[src/rtl/mac_accum.sv]
// Pipelined Q1.15 multiply-accumulate: sums TERMS products per group, then
// rounds half-up and saturates the sum to a 16-bit result.
module mac_accum #(
    parameter int unsigned TERMS     = 16,
    parameter int unsigned FRAC_BITS = 15
) (
    input  logic        clk_in,
    input  logic        rst_in,
    input  logic [15:0] a_in,
    input  logic [15:0] b_in,
    input  logic        valid_in,
    output logic [15:0] result_out,
    output logic        valid_out,
    output logic        sat_out,
    output logic [7:0]  term_cnt_out
);

    localparam int unsigned ACC_W = 40;
    localparam logic [7:0] LAST_CNT = 8'(TERMS - 1);
    localparam logic signed [ACC_W-1:0] RND_HALF = 40'sd1 <<< (FRAC_BITS - 1);
    localparam logic signed [ACC_W-1:0] MAX_OUT  = 40'sd32767;
    localparam logic signed [ACC_W-1:0] MIN_OUT  = -40'sd32768;

    // stage 1: product register and group tags
    logic        [7:0]       cnt_d, cnt_q;
    logic signed [31:0]      prod_d, prod_q;
    logic                    p_vld_d, p_vld_q;
    logic                    p_first_d, p_first_q;
    logic                    p_last_d, p_last_q;
    // stage 2: accumulator
    logic signed [ACC_W-1:0] acc_d, acc_q;
    logic                    acc_last_d, acc_last_q;
    // stage 3: rounded sum
    logic signed [ACC_W-1:0] rnd_d, rnd_q;
    logic                    rnd_vld_d, rnd_vld_q;
    // stage 4: saturated output
    logic        [15:0]      res_d, res_q;
    logic                    res_vld_d, res_vld_q;
    logic                    sat_d, sat_q;

    always_comb begin
        cnt_d     = cnt_q;
        prod_d    = prod_q;
        p_vld_d   = 1'b0;
        p_first_d = p_first_q;
        p_last_d  = p_last_q;
        if (valid_in) begin
            prod_d    = $signed(a_in) * $signed(b_in);
            p_vld_d   = 1'b1;
            p_first_d = (cnt_q == 8'd0);
            p_last_d  = (cnt_q == LAST_CNT);
            cnt_d     = (cnt_q == LAST_CNT) ? 8'd0 : cnt_q + 8'd1;
        end
    end

    always_comb begin
        acc_d      = acc_q;
        acc_last_d = 1'b0;
        if (p_vld_q) begin
            acc_d      = p_first_q ? {{(ACC_W-32){prod_q[31]}}, prod_q}
                                   : acc_q + {{(ACC_W-32){prod_q[31]}}, prod_q};
            acc_last_d = p_last_q;
        end
    end

    // acc_q is sampled here while the next group may already be loading it
    always_comb begin
        rnd_d     = rnd_q;
        rnd_vld_d = acc_last_q;
        if (acc_last_q) begin
            rnd_d = (acc_q + RND_HALF) >>> FRAC_BITS;
        end
    end

    always_comb begin
        res_d     = res_q;
        sat_d     = sat_q;
        res_vld_d = rnd_vld_q;
        if (rnd_vld_q) begin
            if (rnd_q > MAX_OUT) begin
                res_d = 16'h7FFF;
                sat_d = 1'b1;
            end else if (rnd_q < MIN_OUT) begin
                res_d = 16'h8000;
                sat_d = 1'b1;
            end else begin
                res_d = rnd_q[15:0];
                sat_d = 1'b0;
            end
        end
    end

    always_ff @(posedge clk_in) begin
        if (rst_in) begin
            cnt_q      <= '0;
            prod_q     <= '0;
            p_vld_q    <= 1'b0;
            p_first_q  <= 1'b0;
            p_last_q   <= 1'b0;
            acc_q      <= '0;
            acc_last_q <= 1'b0;
            rnd_q      <= '0;
            rnd_vld_q  <= 1'b0;
            res_q      <= '0;
            res_vld_q  <= 1'b0;
            sat_q      <= 1'b0;
        end else begin
            cnt_q      <= cnt_d;
            prod_q     <= prod_d;
            p_vld_q    <= p_vld_d;
            p_first_q  <= p_first_d;
            p_last_q   <= p_last_d;
            acc_q      <= acc_d;
            acc_last_q <= acc_last_d;
            rnd_q      <= rnd_d;
            rnd_vld_q  <= rnd_vld_d;
            res_q      <= res_d;
            res_vld_q  <= res_vld_d;
            sat_q      <= sat_d;
        end
    end

    assign result_out   = res_q;
    assign valid_out    = res_vld_q;
    assign sat_out      = sat_q;
    assign term_cnt_out = cnt_q;

endmodule

[config.mk]
export PLATFORM = sky130hd
export DESIGN_NAME = mac_accum
export DESIGN_NICKNAME = d
export VERILOG_FILES = /design/src/rtl/mac_accum.sv
export SDC_FILE = /design/constraint.sdc
export NUM_CORES = 1
export LEC_CHECK = 0
export ABC_CLOCK_PERIOD_IN_PS = 8200
export CORE_ASPECT_RATIO = 0.75
export CORE_MARGIN = 5
export CORE_UTILIZATION = 58
export CTS_CLUSTER_SIZE = 10
export DETAILED_ROUTE_END_ITERATION = 12
export GPL_TIMING_DRIVEN = 1
export PLACE_DENSITY_LB_ADDON = 0.2
export REMOVE_ABC_BUFFERS = 1
export SLEW_MARGIN = 20
export SYNTH_ARGS = -nofsm -noshare
export SYNTH_HDL_FRONTEND = slang
export SYNTH_SLANG_ARGS = --single-unit
[constraint.sdc]
create_clock -name clk_in -period 8.2 [get_ports clk_in]
set_clock_uncertainty 0.1 [all_clocks]
set_input_delay 2.05 -clock clk_in [delete_from_list [all_inputs] [get_ports clk_in]]
set_output_delay 2.05 -clock clk_in [all_outputs]
set_load 0.005 [all_outputs]
# [Yosys cells after proc, flatten, opt, wreduce, memory -nomap -nowiden]
# Cells that the tools add are included.
[totals] register_bits=128 inputBits=35 out_inout_bits=26 elab_cells=29
[classes] add_sub_neg=3 multipliers=1 order_cmp=2 eq_ne=1 n_mux=7 n_bitwise=1 n_reduce_logical=2
[op_table] op="$add A40 B16 Y40 const B" count=1
[op_table] op="$add A40 B40 Y40" count=1
[op_table] op="$mux W40" count=1
[op_table] op="$mul A16 B16 Y32" count=1
[op_table] op="$mux W16" count=2
[op_table] op="$gt A25 B16 Y1 const B" count=1
[op_table] op="$lt A25 B16 Y1 const B" count=1
[op_table] op="$add A8 B1 Y8 const B" count=1
[op_table] op="$eq A8 B4 Y1 const B" count=1
[op_table] op="$logic_not A8 Y1" count=1
[op_table] op="$mux W8" count=1
[op_table] op="$mux W1" count=3
[op_table] op="$reduce_or A2 Y1" count=1
[op_table] op="$not A1 Y1" count=1

# [Logic depth before layout (Yosys ltp)]
[logic_depth] ltp_word=3 depth_mapped=25 depth_no_buf=24

# [Least setup slack after synthesis]
# Ideal clock, no wire load.
[synth_path] kind="input to register" from="input a_in[3]" to="register prod_q[30]" setup_ns=0.117 arrival_time_ns=8.024 required_ns=7.983 slack_ns=-0.041 cell_stages=23 path_buffers=1 cell_sequence="clkbuf_1 and2_1 fa_1 inv_1 fa_1 inv_1 fa_1 fa_1 fa_1 inv_1 fa_1 inv_1 ha_1 a21oi_1 or2b_1 a311o_1 and4_4 a221oi_4 o221ai_2 a221oi_2 o21ai_1 xor2_1 a22o_1"
[synth_between] elab_chain_cells=1
[synth_rtl] item="from (decl)" line="9" text="input logic [15:0] a_in,"
[synth_rtl] item="$mul A16 B16 Y32" line="48" text="prod_d = $signed(a_in) * $signed(b_in);"
[synth_rtl] item="to (signal assigned)" line="109" text="prod_q <= prod_d;"
[synth_rtl] item="to (decl)" line="26" text="logic signed [31:0] prod_d, prod_q;"
# No other way between the ends.
# A chain may end at the register's enable or synchronous reset.

# [Final worst setup path]
[layout_path] from="input a_in[13]" to="register prod_q[30]"
# Same word-level chain as after synthesis.

==> flow_metrics.env <==
export IMPL_status="finished clean"
export IMPL_hpwl_um=32400
export IMPL_routed_via_density=5.45
export IMPL_yosys_top_cells_count="inv_1 (354), fa_1 (263), nand2_1 (202)"
export IMPL_finalHoldViolCount=0
export IMPL_final_core_util_pct=68.7
export IMPL_hold_depth=2
export IMPL_cts_tree="built"
export IMPL_synth_area_leaders="fa_1 (30%), dfxtp_1 (15%), ha_1 (9.0%)"
export IMPL_die_area_um2=33400
export IMPL_cp_arrival_ns=8.25
export IMPL_synth_top_area_share_pct=30.4
export IMPL_yosysWarnings=0
export IMPL_dp_slack_ns=-0.790
export IMPL_rows=54
export IMPL_drtIter0Drc=976
export IMPL_nFillCells=2336
export IMPL_grt_first_pass_wirelength_um=69700
export IMPL_crit_path_max_fanout=3
export IMPL_worstSetupStartpointType="input port"
export IMPL_grt_pass1_vias=14700
export IMPL_min_path_type="reg2reg"
export IMPL_area_growth_pct=16.0
export IMPL_drtAntennaViolNets=0
export IMPL_die_w_um=209
export IMPL_cp_end_kind="register"
export IMPL_finalNonFillerCells=2580
export IMPL_ys_ff_latch=128
export IMPL_wirelength_um=40000
export IMPL_syn_inst=2013
export IMPL_required_ns=8.42
export IMPL_grt_overflow_total=0
export IMPL_vias=14100
export IMPL_timing_hold_ws_ns=0.335
export IMPL_h_tree_depth=4
export IMPL_antenna_found_initial=1
export IMPL_cts_inserted_buffers=17
export IMPL_cts_sinks=128
export IMPL_async_flop_share_pct=0
export IMPL_final_layout_size_suffix_gt1_share_pct=12.5
export IMPL_drv_slew=0
export IMPL_clk_path_buf_depth=2
export IMPL_grt_use_total_pct=24.9
export IMPL_fin_nets=2598
export IMPL_layout_setup_ws_ns=0.173
export IMPL_clkSlewWorstSetupHoldPaths_ns=0.05
export IMPL_place_congestion=0.936
export IMPL_grt_max_degree=80
export IMPL_drtPass1Iterations=5
export IMPL_synth_edf_count=0
export IMPL_io_pins=61
export IMPL_synth_area_um2=17300
export IMPL_avgSynthCellArea_um2=8.60
export IMPL_r2r_cells=13
export IMPL_ys_seq_area_share_pct=14.8
export IMPL_period_needed_ns=8.03
export IMPL_max_cap_viol_count=0
export IMPL_worstSetupPathType="in2reg"
export IMPL_clk_latency_ns=0.43
export IMPL_coreArea_um2=29300
export IMPL_yosysUniqueCellTypes=77
export IMPL_synth_top_cell_by_area="fa_1"
export IMPL_finalCritPeriodShare_pct=97.9
export IMPL_drc=0
export IMPL_max_slew_margin_pct=36.0
export IMPL_wl_per_cell_um=15.5
export IMPL_synth_most_common_cell="inv_1"
export IMPL_ctsRootBufferMaster="clkbuf_16"
export IMPL_die_h_um=160
export IMPL_io_buffers=60
export IMPL_worst_pin_slew_ns=0.959
export IMPL_cts_hold_buf=0
export IMPL_place_inst=2536
export IMPL_synthFlopType="dfxtp_1"
export IMPL_fmax_mhz=125
export IMPL_finalSetupViolations=0
export IMPL_start_util_pct=59.2
export IMPL_diodes=0
final cells by class:
cell class / instances / area, um^2 / share of cell area (%)
Clock buffer: 20 / 457 / 2.27
Clock inverter: 11 / 115 / 0.573
Inverter: 354 / 1330 / 6.62
Multi-Input combinational cell: 1448 / 13200 / 65.9
Sequential cell: 128 / 2560 / 12.8
Tap cell: 392 / 490 / 2.44
Timing Repair Buffer: 227 / 1890 / 9.41
through the flow:
| step | cell area (um^2) | TNS, ns |
|---|---|---|
| 2_1_floorplan | 17000 | 0 |
| 3_3_place_gp | 19200 | -5.32 |
| 3_5_place_dp | 19200 | -6.76 |
| 4_1_cts | 19900 | 0 |
| 5_1_grt | 20100 | -0.0417 |
| 6_report | 20100 | 0 |
cell families after synthesis:
| group | share of synthesized area, % |
|---|---|
| and+or+nand+nor | 17.6 |
| AOI/OAI and AO/OA | 12.6 |
| DFF | 14.8 |
| buffers and inverters | 9.63 |
| xor gates and xnor gates | 4.10 |
| muxes | 1.97 |
| adders and majority gates | 39.4 |
worst max-delay path, cell delays in order:
cell	delay, ns
dlygate4sd2_1	0.37
buf_4	0.18
nand2_1	0.07
fa_1	0.60
fa_2	0.45
fa_2	0.54
inv_1	0.06
fa_2	0.47
fa_1	0.49
inv_1	0.05
fa_1	0.51
inv_2	0.05
ha_4	0.16
a21oi_4	0.16
or2b_1	0.26
a311o_1	0.31
and4_4	0.17
a221oi_4	0.36
o221ai_2	0.18
a221oi_2	0.28
o21ai_1	0.12
xor2_1	0.15
a22o_1	0.19
what timing repair did:
action                     4_1_cts  5_1_grt
setup endpoints to repair        8       12
pin swaps                       14       54
buffers inserted                 8        5
resized for setup               32       71
flip-flops by register name, summed over array words and instances (netlist names), 8 cells and up:
register and flops:
acc_q 40, prod_q 32, result_out 16, rnd_q 25, term_cnt_out 8
metal layers:
layer | up-vias | GRT usage (%) | share of wire [%]
met1 | 6880 | 34.3 | 44
met5 | - | 0 | 0
met3 | 59 | 5.61 | 6.5
met2 | 337 | 40.8 | 48
li1 | 6779 | - | -
met4 | 0 | 5.25 | 1.4
placed cells by master (no fill, tap or decap), types with 5 or more instances in the layout:
cell	instances
a211o_1	5
fa_2	11
o21ai_0	39
dlygate4sd2_1	11
nand2b_1	13
a31oi_1	7
xnor2_1	47
xor2_1	34
o21ai_1	7
inv_2	11
o211ai_1	8
nand2_2	9
o21bai_1	11
and2_1	126
nand3_1	36
clkinv_2	5
or3_1	12
ha_4	5
buf_6	12
fa_1	252
nor2b_1	8
clkbuf_16	17
nand4_1	7
a211oi_1	36
a21o_1	41
ha_1	118
mux2i_1	33
a21oi_1	70
inv_1	343
clkdlybuf4s50_1	28
dfxtp_1	127
nand2_1	193
nor4_1	9
o21a_1	8
a311oi_1	20
buf_4	156
and3_1	14
dlymetal6s2s_1	13
nor2_1	158
nor3_1	29
worst paths after layout:
check                         start                       to  slack [ns]
max                        a_in[13]  prod_q[30]$_SDFFE_PP0P_        0.17
min reg2reg   p_last_q$_SDFFE_PP0P_    acc_last_q$_SDFF_PP0_        0.33
min           p_last_q$_SDFFE_PP0P_    acc_last_q$_SDFF_PP0_        0.33
max reg2reg  prod_q[0]$_SDFFE_PP0P_   acc_q[38]$_SDFFE_PP0P_        4.65
Power is not shown: default switching activity piles up to over one toggle a cycle in this logic, so the estimate is an artifact.
